### src/rtl/adder_rr_scheduler.sv
// adder_rr_scheduler: round-robin arbiter that shares one registered adder among NREQ requesters
// Ports: clk, reset (asynchronous, active-high)
//        req_valid/req_ready   per-requester handshake, at most one ready bit high per cycle
//        req_a/req_b/req_cin   packed operands, requester i at [i*WIDTH +: WIDTH]
//        rsp_valid/rsp_ready   response handshake carrying rsp_id, rsp_sum, rsp_cout
//        busy                  high whenever the FSM is not in IDLE
module adder_rr_scheduler #(
    parameter int WIDTH = 8,
    parameter int NREQ  = 4,
    parameter int IDW   = 2
) (
    input  logic                  clk,
    input  logic                  reset,
    input  logic [NREQ-1:0]       req_valid,
    output logic [NREQ-1:0]       req_ready,
    input  logic [NREQ*WIDTH-1:0] req_a,
    input  logic [NREQ*WIDTH-1:0] req_b,
    input  logic [NREQ-1:0]       req_cin,
    output logic                  rsp_valid,
    input  logic                  rsp_ready,
    output logic [IDW-1:0]        rsp_id,
    output logic [WIDTH-1:0]      rsp_sum,
    output logic                  rsp_cout,
    output logic                  busy
);
    typedef enum logic [1:0] {IDLE, CALC, RESP} state_t;
    state_t state, next_state;
    logic [IDW-1:0]   rr_ptr, win, idx, op_id;
    logic             found, op_cin;
    logic [WIDTH-1:0] op_a, op_b;
    // search starts just past the previous winner so every requester rotates to top priority
    always_comb begin
        found = 1'b0;
        win = '0;
        idx = '0;
        for (int k = 1; k <= NREQ; k++) begin
            idx = IDW'((int'(rr_ptr) + k) % NREQ);
            if (!found && req_valid[idx]) begin
                found = 1'b1;
                win = idx;
            end
        end
    end
    always_ff @(posedge clk or posedge reset)
        if (reset) state <= IDLE;
        else state <= next_state;
    // reset gates req_ready so no handshake is offered while the block is held in reset
    always_comb begin
        next_state = (state == IDLE && found) ? CALC :
                     (state == CALC)          ? RESP :
                     (state == RESP && rsp_ready) ? IDLE : state;
        req_ready = (state == IDLE && found && !reset) ? (NREQ'(1) << win) : '0;
    end
    always_ff @(posedge clk or posedge reset)
        if (reset) begin
            rr_ptr   <= IDW'(NREQ - 1);
            op_a     <= '0;
            op_b     <= '0;
            op_cin   <= 1'b0;
            op_id    <= '0;
            rsp_sum  <= '0;
            rsp_cout <= 1'b0;
            rsp_id   <= '0;
        end else begin
            if (state == IDLE && found) begin
                op_a   <= req_a[win*WIDTH +: WIDTH];
                op_b   <= req_b[win*WIDTH +: WIDTH];
                op_cin <= req_cin[win];
                op_id  <= win;
                rr_ptr <= win;
            end
            if (state == CALC) begin
                {rsp_cout, rsp_sum} <= {1'b0, op_a} + {1'b0, op_b} + (WIDTH+1)'(op_cin);
                rsp_id <= op_id;
            end
        end
    assign rsp_valid = (state == RESP);
    assign busy      = (state != IDLE);
    always_ff @(posedge clk)
        assert (IDW == $clog2(NREQ)) else $error("adder_rr_scheduler: IDW must equal clog2(NREQ)");
endmodule

### config.mk
export PLATFORM = sky130hd
export DESIGN_NAME = adder_rr_scheduler
export DESIGN_NICKNAME = d
export VERILOG_FILES = /design/src/rtl/adder_rr_scheduler.sv
export SDC_FILE = /design/constraint.sdc
export NUM_CORES = 1
export LEC_CHECK = 0
export CORE_MARGIN = 10
export CORE_UTILIZATION = 40
export DETAILED_ROUTE_END_ITERATION = 10
export GPL_TIMING_DRIVEN = 0
export PLACE_DENSITY_LB_ADDON = 0.15
export SETUP_SLACK_MARGIN = 0.1
export SYNTH_ARGS = -nofsm -noshare
export SYNTH_HDL_FRONTEND = slang
export SYNTH_SLANG_ARGS = --single-unit
### constraint.sdc
create_clock -name clk -period 5.7 [get_ports clk]
set_input_delay 1.14 -clock clk [delete_from_list [all_inputs] [get_ports clk]]
set_output_delay 1.14 -clock clk [all_outputs]
set_load 0.02 [all_outputs]
Yosys cells after proc, flatten, opt, wreduce, memory -nomap -nowiden
Index checks and enable logic that the tools add are counted.
{ "totals": {"regBits": 34, "latch_bits": 0, "ram_bits": 0, "rom_bits": 0, "out_inout_bits": 17, "wordCells": 60, "mem_count": 0} }
{ "op_classes": {"add_sub_neg": 6, "multipliers": 0, "div": 0, "magnitude_cmp": 5, "n_eq_ne": 2, "shift": 3, "muxes": 22, "bitwise_logic": 0, "reduce_logical": 13} }
{ "op_table": {"columns": ["cell", "count"], "rows": [
  ["indexed part select 32 x 6 -> 8 bit", 2],
  ["less-than comparator 2 x 3 -> 1 bit, second input constant", 5],
  ["two-way mux 2 bit", 7],
  ["binary-select mux 1 bit (select 2 bit)", 5],
  ["adder 8 x 8 -> 9 bit", 1],
  ["adder 9 x 1 -> 9 bit", 1],
  ["two-way mux 1 bit", 9],
  ["logical AND 1 bit", 6],
  ["adder 2 x 1 -> 2 bit, second input constant", 2],
  ["adder 2 bit, second input constant", 2],
  ["zero test 1 bit", 4],
  ["two-way mux 4 bit", 1],
  ["<< shifter 1 x 2 -> 4 bit, first input constant", 1],
  ["nonzero test 3 bit", 1],
  ["== test 2 x 1 -> 1 bit, second input constant", 1],
  ["== test 2 bit, second input constant", 1],
  ["zero test 2 bit", 1],
  ["nonzero test 2 bit", 1]
]} }

Depth between registers and ports, before layout
{ "depth": {"depth_word": 16, "depth_mapped": 7, "depth_no_buf": 7} }

Least setup slack after synthesis
OpenSTA, ideal clock, no wires.
{ "synth_path": {"path_kind": "input-to-output", "start": "input port reset", "end": "output port req_ready[0]", "arrival_time_ns": 2.280, "required_time_ns": 4.560, "setup_slack_ns": 2.280, "path_stages": 2, "path_buffers": 0, "cell_sequence": "inv_1 -> and3_1"} }
{ "synth_between": {"elab_chain_cells": 3} }
{ "synth_lines": {"columns": ["item", "line_no", "rtl"], "rows": [
  ["from (decl)", "13", "input logic reset,"],
  ["zero test 1 bit (no source line)", null, null],
  ["logical AND 1 bit", "52", "req_ready = (state == IDLE && found && !reset) ? (NREQ'(1) << win) : '0;"],
  ["two-way mux 4 bit", "52", null],
  ["to (decl)", "15", "output logic [NREQ-1:0] req_ready,"]
]} }
No other way between the ends.

Worst setup path in the final report
{ "layout_path": {"start": "input port req_valid[3]", "end": "output port req_ready[0]"} }
{ "layout_between": {"elab_chain_cells": 15, "elab_cells_between_ends": 26} }
{ "layout_lines": {"columns": ["item", "line_no", "rtl"], "rows": [
  ["from (decl)", "14", "input logic [NREQ-1:0] req_valid,"],
  ["binary-select mux 1 bit (select 2 bit)", "38", "if (!found && req_valid[idx]) begin"],
  ["two-way mux 1 bit (not written as such)", "38", null],
  ["two-way mux 1 bit", "38", null],
  ["zero test 1 bit", "38", null],
  ["logical AND 1 bit", "38", null],
  ["two-way mux 1 bit", "38", null],
  ["zero test 1 bit", "38", null],
  ["logical AND 1 bit", "38", null],
  ["two-way mux 1 bit", "38", null],
  ["zero test 1 bit", "38", null],
  ["logical AND 1 bit", "38", null],
  ["two-way mux 1 bit", "38", null],
  ["logical AND 1 bit (2 in series)", "52", null],
  ["two-way mux 4 bit *", "52", null]
]} }
Every way passes the cells marked *; elsewhere a longest branch is shown, timed or not. The select of a mux whose other input is x is not followed.

==> impl_metrics.ini <==
[die]
dieArea_um2 = 9138
die_y_um = 95.60
placeableCoreArea_um2 = 5540
fp-row-count = 27
ios = 92
floorplan.initialDensity_pct = 41.26
chipWidth_um = 95.60

[pwr]
total_power_w = 0.001672
vdd_drop_max_mv = 0.1935
power_leakage_nw = 1.396
power.density_cell_area_nw_per_um2 = 496.3

[cts]
cts_buffer_depth = 2
cts_root_buffer = sky130_fd_sc_hd__clkbuf_8
cts_buffers = 5
cts_hold_buf = 0
clk_transition_reported_paths_ps = 60
worst_skew_pair.late_latency_ps = 280
cts_tree = done
cts.repair.resized = 0
htreeDepth = 2
tritoncts_num_sinks = 34
cts_setup_buffers = 0

[detailed_routing]
topRoutingLayerUsed = met4
met3_wirelength_um = 560
wirelength_mm = 6.656
detailedRoute.firstPassIterationCount = 4
route.met2.wl_mm = 3.037
route.detailed.wl_per_inst_um = 15.70
route.antenna.remaining_nets = 0
drc_viols = 0
vias_per_cell = 4.983
number_of_vias_in_the_routed_layout = 2113
wl_met1_mm = 2.983
initialDrtViolationCount = 85

[finish]
syn2layout_area_growth_pct = 47.40
multi_input_gate_area_in_the_final_layout_um2 = 1335
antenna_cells = 0
design.final.nets = 437
final_layout_size_suffix_gt1_share_pct = 8.523
fillerInstances = 522
ff_latch_area_um2 = 853.3

[timing]
timing.slew.headroom_pct = 48.33
setup_violations = 0
timing.final.crit_period_ps = 4802
setup-tns-final_ps = 0
grt_setup_unrepaired = false
fmax_mhz = 208.2
transition_time_at_the_pin_with_the_least_slew_margin_ps = 775.0
skew_ps = 1.536
slew_viols_final = 0
timing.final.crit_share_pct = 84.25
finalHoldViolations = 0

[critical_path]
critical_path_peak_fanout = 9
timing.critical_path.from_type = input port
crit_type = in2out
cp.arrival_ps = 3660
cp-end-kind = primary output
required_ps = 4560

[placed_design]
routabilityCongestion = 0.8312
port_buffers = 91
dpl.hpwl_mm = 5.542

[yosys]
syn-instance-count = 255
synth_nets = 339
yosysWarningCount = 0
edff_count_synth = 0
synth.distinct_cells = 43
ys.flop_type = sky130_fd_sc_hd__dfrtp_1
synth_commonest_cells = sky130_fd_sc_hd__dfrtp_1 (32), sky130_fd_sc_hd__nor2_1 (27), sky130_fd_sc_hd__nand2_1 (26), sky130_fd_sc_hd__a22oi_1 (18), sky130_fd_sc_hd__a31oi_1 (18)
ys_ff_latch = 34
synth_top_cells_by_area = sky130_fd_sc_hd__dfrtp_1 (35%), sky130_fd_sc_hd__a22oi_1 (5.9%), sky130_fd_sc_hd__mux2_2 (5.4%), sky130_fd_sc_hd__a31oi_1 (4.9%), sky130_fd_sc_hd__nor2b_1 (4.7%)
yosysTopAreaCellShare_pct = 35.03
synth_top_cell_by_area = sky130_fd_sc_hd__dfrtp_1
synth.cell_area_um2 = 2286
post_synth.cell_area_avg_um2 = 8.964
synthArstFlopShare_pct = 100.0
synth.yosys.seq_area_share_pct = 37.33
synth_most_common_cell = sky130_fd_sc_hd__dfrtp_1

[outcome]
status = finished, final reports clean

[job]
cap_violations = 0

[global_routing]
initial_antenna_violation_count = 0
grt_start_max_net_pins = 38
globalRoute.totalOverflow = 0
via_count_of_the_first_global_routing_pass = 2153
grt_overall_usage_pct = 14.49
global_route_wire_length_before_repair_mm = 10.50

[min_path]
hp-class = reg2reg
-- registers in the layout, summed over array words and instances, names as in the netlist --
| register | count |
|---|---|
| rsp_id | 2 |
| rr_ptr | 2 |
| rsp_sum | 8 |
| rsp_cout | 1 |
| op_a | 8 |
| state | 2 |
| op_cin | 1 |
| op_id | 2 |
| op_b | 8 |
-- layer usage --
layer  GRT usage, %  up-vias
li1               -     1105
met1          17.92      936
met2          23.25       65
met3          4.713        7
met4          4.791        0
met5              0        -
-- final timing paths --
check	from	end	slack, ps	cells past startpoint
worst max-delay path	req_valid[3]	req_ready[0]	900	6
worst max register to register	op_cin	rsp_cout	3330	7
max in group asynchronous	reset	rsp_sum[2]	3920	2
worst min-delay path	rsp_id[1]	rsp_id[1]	480	2
min in group asynchronous	reset	op_a[4]	1330	2
worst min register to register	rsp_id[1]	rsp_id[1]	480	2
-- metrics by stage --
stage / util, % / hold slack (ps) / setup slack (ps) / std cells / area (um^2)
6_report: 60.82 / 476.9 / 897.6 / 424 / 3369
5_1_grt: 60.82 / 496.5 / 743.2 / 424 / 3369
4_1_cts: 60.82 / 483.2 / 857.5 / 424 / 3369
3_5_place_dp: 59.33 / 469.1 / 863.5 / 418 / 3287
3_3_place_gp: 59.33 / 459.5 / 902.8 / 418 / 3287
2_1_floorplan: - / 481.4 / 2280 / 255 / 2286
-- placed cells by master (no fill, tap or decap), types with 2 or more instances in the layout --
cell	count
sky130_fd_sc_hd__xor2_1	3
sky130_fd_sc_hd__a31oi_1	18
sky130_fd_sc_hd__clkbuf_8	6
sky130_fd_sc_hd__o211ai_1	2
sky130_fd_sc_hd__nand2b_1	3
sky130_fd_sc_hd__a21oi_1	11
sky130_fd_sc_hd__clkdlybuf4s50_1	91
sky130_fd_sc_hd__o21ai_0	10
sky130_fd_sc_hd__xnor2_1	2
sky130_fd_sc_hd__nor2_1	27
sky130_fd_sc_hd__nor2b_1	17
sky130_fd_sc_hd__buf_2	3
sky130_fd_sc_hd__a22oi_1	18
sky130_fd_sc_hd__a21o_1	3
sky130_fd_sc_hd__nor3_1	4
sky130_fd_sc_hd__mux2i_1	9
sky130_fd_sc_hd__mux2_2	11
sky130_fd_sc_hd__fa_1	2
sky130_fd_sc_hd__ha_1	7
sky130_fd_sc_hd__dfrtp_1	32
sky130_fd_sc_hd__inv_1	10
sky130_fd_sc_hd__a211oi_1	2
sky130_fd_sc_hd__clkbuf_1	8
sky130_fd_sc_hd__nand2_1	26
sky130_fd_sc_hd__and3_1	3
sky130_fd_sc_hd__and2b_1	3
sky130_fd_sc_hd__dfstp_2	2
-- kinds of logic (layout without fill, tap and decap cells) --
kind of cell,Yosys count,in the layout,synth area share [%]
AND/OR/NAND/NOR,91,91,19.71
AO/OA/AOI/OAI,73,73,21.84
flip-flops,34,34,37.33
buffers and inverters,23,120,4.269
multiplexers,20,20,9.360
adder cells (fa/ha/maj),9,9,5.583
XOR/XNOR,5,5,1.916
-- worst max-delay path, stage by stage --
cell and delay (ps):
sky130_fd_sc_hd__clkdlybuf4s50_1 520, sky130_fd_sc_hd__nor2_1 350, sky130_fd_sc_hd__a22oi_1 150, sky130_fd_sc_hd__o2bb2ai_1 650, sky130_fd_sc_hd__and3_1 250, sky130_fd_sc_hd__clkdlybuf4s50_1 610
-- power by group --
group          switching [W]  leakage, nW  internal [W]  total, W
clock network      0.0000777       0.0431     0.0000930  0.000171
logic               0.000558        0.963      0.000491   0.00105
registers          0.0000802        0.390      0.000373  0.000454
total               0.000716         1.40      0.000957   0.00167
-- layout make-up --
cell class | count | area share [%]
multi-input combinational | 198 | 39.62
timing repair buffer | 91 | 27.03
buffer | 12 | 1.671
inverter | 11 | 1.225
tap | 72 | 2.674
clock buffer | 6 | 2.451
sequential | 34 | 25.32
Note: power is estimated with default switching activity, not from simulation.
==> patch, RTL diff (same flow settings) <==
`WIDTH`: 8 -> 10.
--- a/src/rtl/adder_rr_scheduler.sv
+++ b/src/rtl/adder_rr_scheduler.sv
@@ -5,7 +5,7 @@
 //        rsp_valid/rsp_ready   response handshake carrying rsp_id, rsp_sum, rsp_cout
 //        busy                  high whenever the FSM is not in IDLE
 module adder_rr_scheduler #(
-    parameter int WIDTH = 8,
+    parameter int WIDTH = 10,
     parameter int NREQ  = 4,
     parameter int IDW   = 2
 ) (
Ports: changed (resized req_a, req_b and rsp_sum); port bits go from 92 to 110. No check against the original RTL was run, so the function may have changed too.
==> patch against the original RTL <==
  * Setup slack gained 0.23 ns
  * Register-to-register slack better by 0.05 ns
  * Design area up 26%
  * Worst hold slack improved by 0.00053 ns
  * Sequential cell count is 6 higher
  * Synthesized area up 28%
  * Routed wire length grew 45%
  * Synthesized cell count grew 24%
  * Critical path depth rose by 1
  * Total power up 25%
  * Critical endpoint is now req_ready[3]
  * Largest cell class unchanged
  * Highest routed layer unchanged
==> patch: results (changes against the original RTL) <==
Final layout
  • Layout cell share with drive strength beyond 1: 9.26% (+0.74 points)
  • Fill cells: 658 (+26%)
  • Nets: 533 (+22%)
  • Biggest regs: op_a (10), op_b (10), rsp_sum (10)
  • Area delta synth->final: 45.2%

Global routing
  • Gr usage total: 17.1% (+2.6 points)
  • First-pass GRT wire length: 15400 microns (+47%)
  • Largest net degree at the start of global routing: 41 (+7.9%)

Placed design
  • Pre-CTS setup slack: 1.14 ns (+0.281 ns)
  • Placer congestion estimate: 0.886 (+6.6%)
  • Cell Area, Placed: 4150 sq um (+26%)
  • I/O Buffers: 109 (+20%)
  • Dpl hpwl: 7700 microns (+39%)

Outcome
  • Status: complete, no violations

Routing
  • Vias after detailed routing: 2860 (+35%)
  • Wire per inst: 18.2 microns (+16%)
  • Initial DRT Pass Iterations: 4 (unchanged)
  • DRT iter0 DRCs: 146 (+72%)

Hold path
  • Hold wc startpoint: op_id[1]
  • Hold Crit Class: reg -> reg

Synth
  • Synth top area cells: dfrtp_1, mux2i_1, a21o_1
  • Top cells by count, synth: nand2_1, dfrtp_1, a21o_1, nand3_1
  • Adder-cell share of the synthesized area: 5.21% (-0.38 points)
  • Post-synthesis xor/xnor area fraction: 0.598% (-1.3 points)
  • YS warnings: 0 (unchanged)
  • Synthesized Nets: 417 (+23%)
  • Seq/Total Area, Yosys: 34.2% (-3.1 points)
  • Mux cell area share after synthesis: 7.51% (-1.8 points)
  • Cell variety after synth: 50 (+16%)
  • Compound-Gate Fraction of Synth Area: 27.8% (+6.0 points)

Setup path
  • CP peak stage delay: 0.65 ns (about the same)
  • Worst reg-to-reg setup slack: 3.38 ns (+0.05 ns)
  • CP max stage cell: clkdlybuf4s50_1
  • R2R cell count: 8 (+1)
  • CP Data Arrival Time: 3.43 ns (-0.23 ns)

STA
  • Relative slew slack: 44.0% (-4.3 points)
  • Worst Clk Skew: 0.00860 ns (+0.00706 ns)

CTS
  • Clock transition at path regs: 0.08 ns (+0.02 ns)
  • Clk_lat worst skew: 0.30 ns (+0.02 ns)

Pwr
  • P_int: 1.17 mW (+22%)
  • Static leakage: 1.84 nW (+32%)
  • Clock network power: 0.237 mW (+39%)
  • Peak VDD IR: 0.285 mV (+48%)
  • Comb pwr: 1.31 mW (+25%)
patch: cell types whose count changed after synthesis, sizes merged, moves of 19 or more:
cell / before / now
nor2: 27 / 8
a21o: 3 / 25
o221ai: 0 / 21
o21ai: 11 / 34
nand2: 26 / 49
nand3: 0 / 24
patch: per-layer routing:
metal	global-route usage (%)	vias to the layer above	part of all wire, %
met4	4.06	0	1.3
li1	-	1399	-
met5	0	-	0
met1	22.3	1372	44
met2	28.3	78	49
met3	3.59	11	5.3
patch: worst max path at each step:
| stage | cells past startpoint | end | slack [ns] | start |
|---|---|---|---|---|
| 2_1_floorplan | 5 | req_ready[2] | 2.08 | req_valid[0] |
| 5_1_grt | 7 | req_ready[0] | 0.96 | req_valid[3] |
| 6_report | 7 | req_ready[3] | 1.13 | req_valid[0] |
| 3_5_place_dp | 7 | req_ready[3] | 1.14 | req_valid[0] |
| 3_3_place_gp | 7 | req_ready[3] | 1.17 | req_valid[0] |
| 4_1_cts | 7 | req_ready[3] | 1.12 | req_valid[0] |
patch: cell type report:
class                           count  share of cell area, %
Sequential cell                    40                   23.6
Buffer                             22                   5.26
Tap cell                           99                   2.91
Multi-Input combinational cell    245                   39.3
Clock buffer                        5                   1.62
Inverter                            8                  0.705
Clock inverter                      3                  0.999
Timing Repair Buffer              109                   25.6
patch: cells by family after synthesis:
logic type,Yosys count
flip-flops,40
AND/OR/NAND/NOR,99
adder cells (fa/ha/maj),11
XOR/XNOR,2
buffers and inverters,30
AO/OA/AOI/OAI,111
multiplexers,22
patch: per-stage QoR:
stage	hold slack (ns)	std cells	power, mW
after global placement	0.458	523	1.82
after detailed placement	0.460	523	1.85
final	0.477	531	2.09
after floorplan	0.439	315	1.43
after global routing	0.491	531	2.25
after CTS	0.481	531	2.09
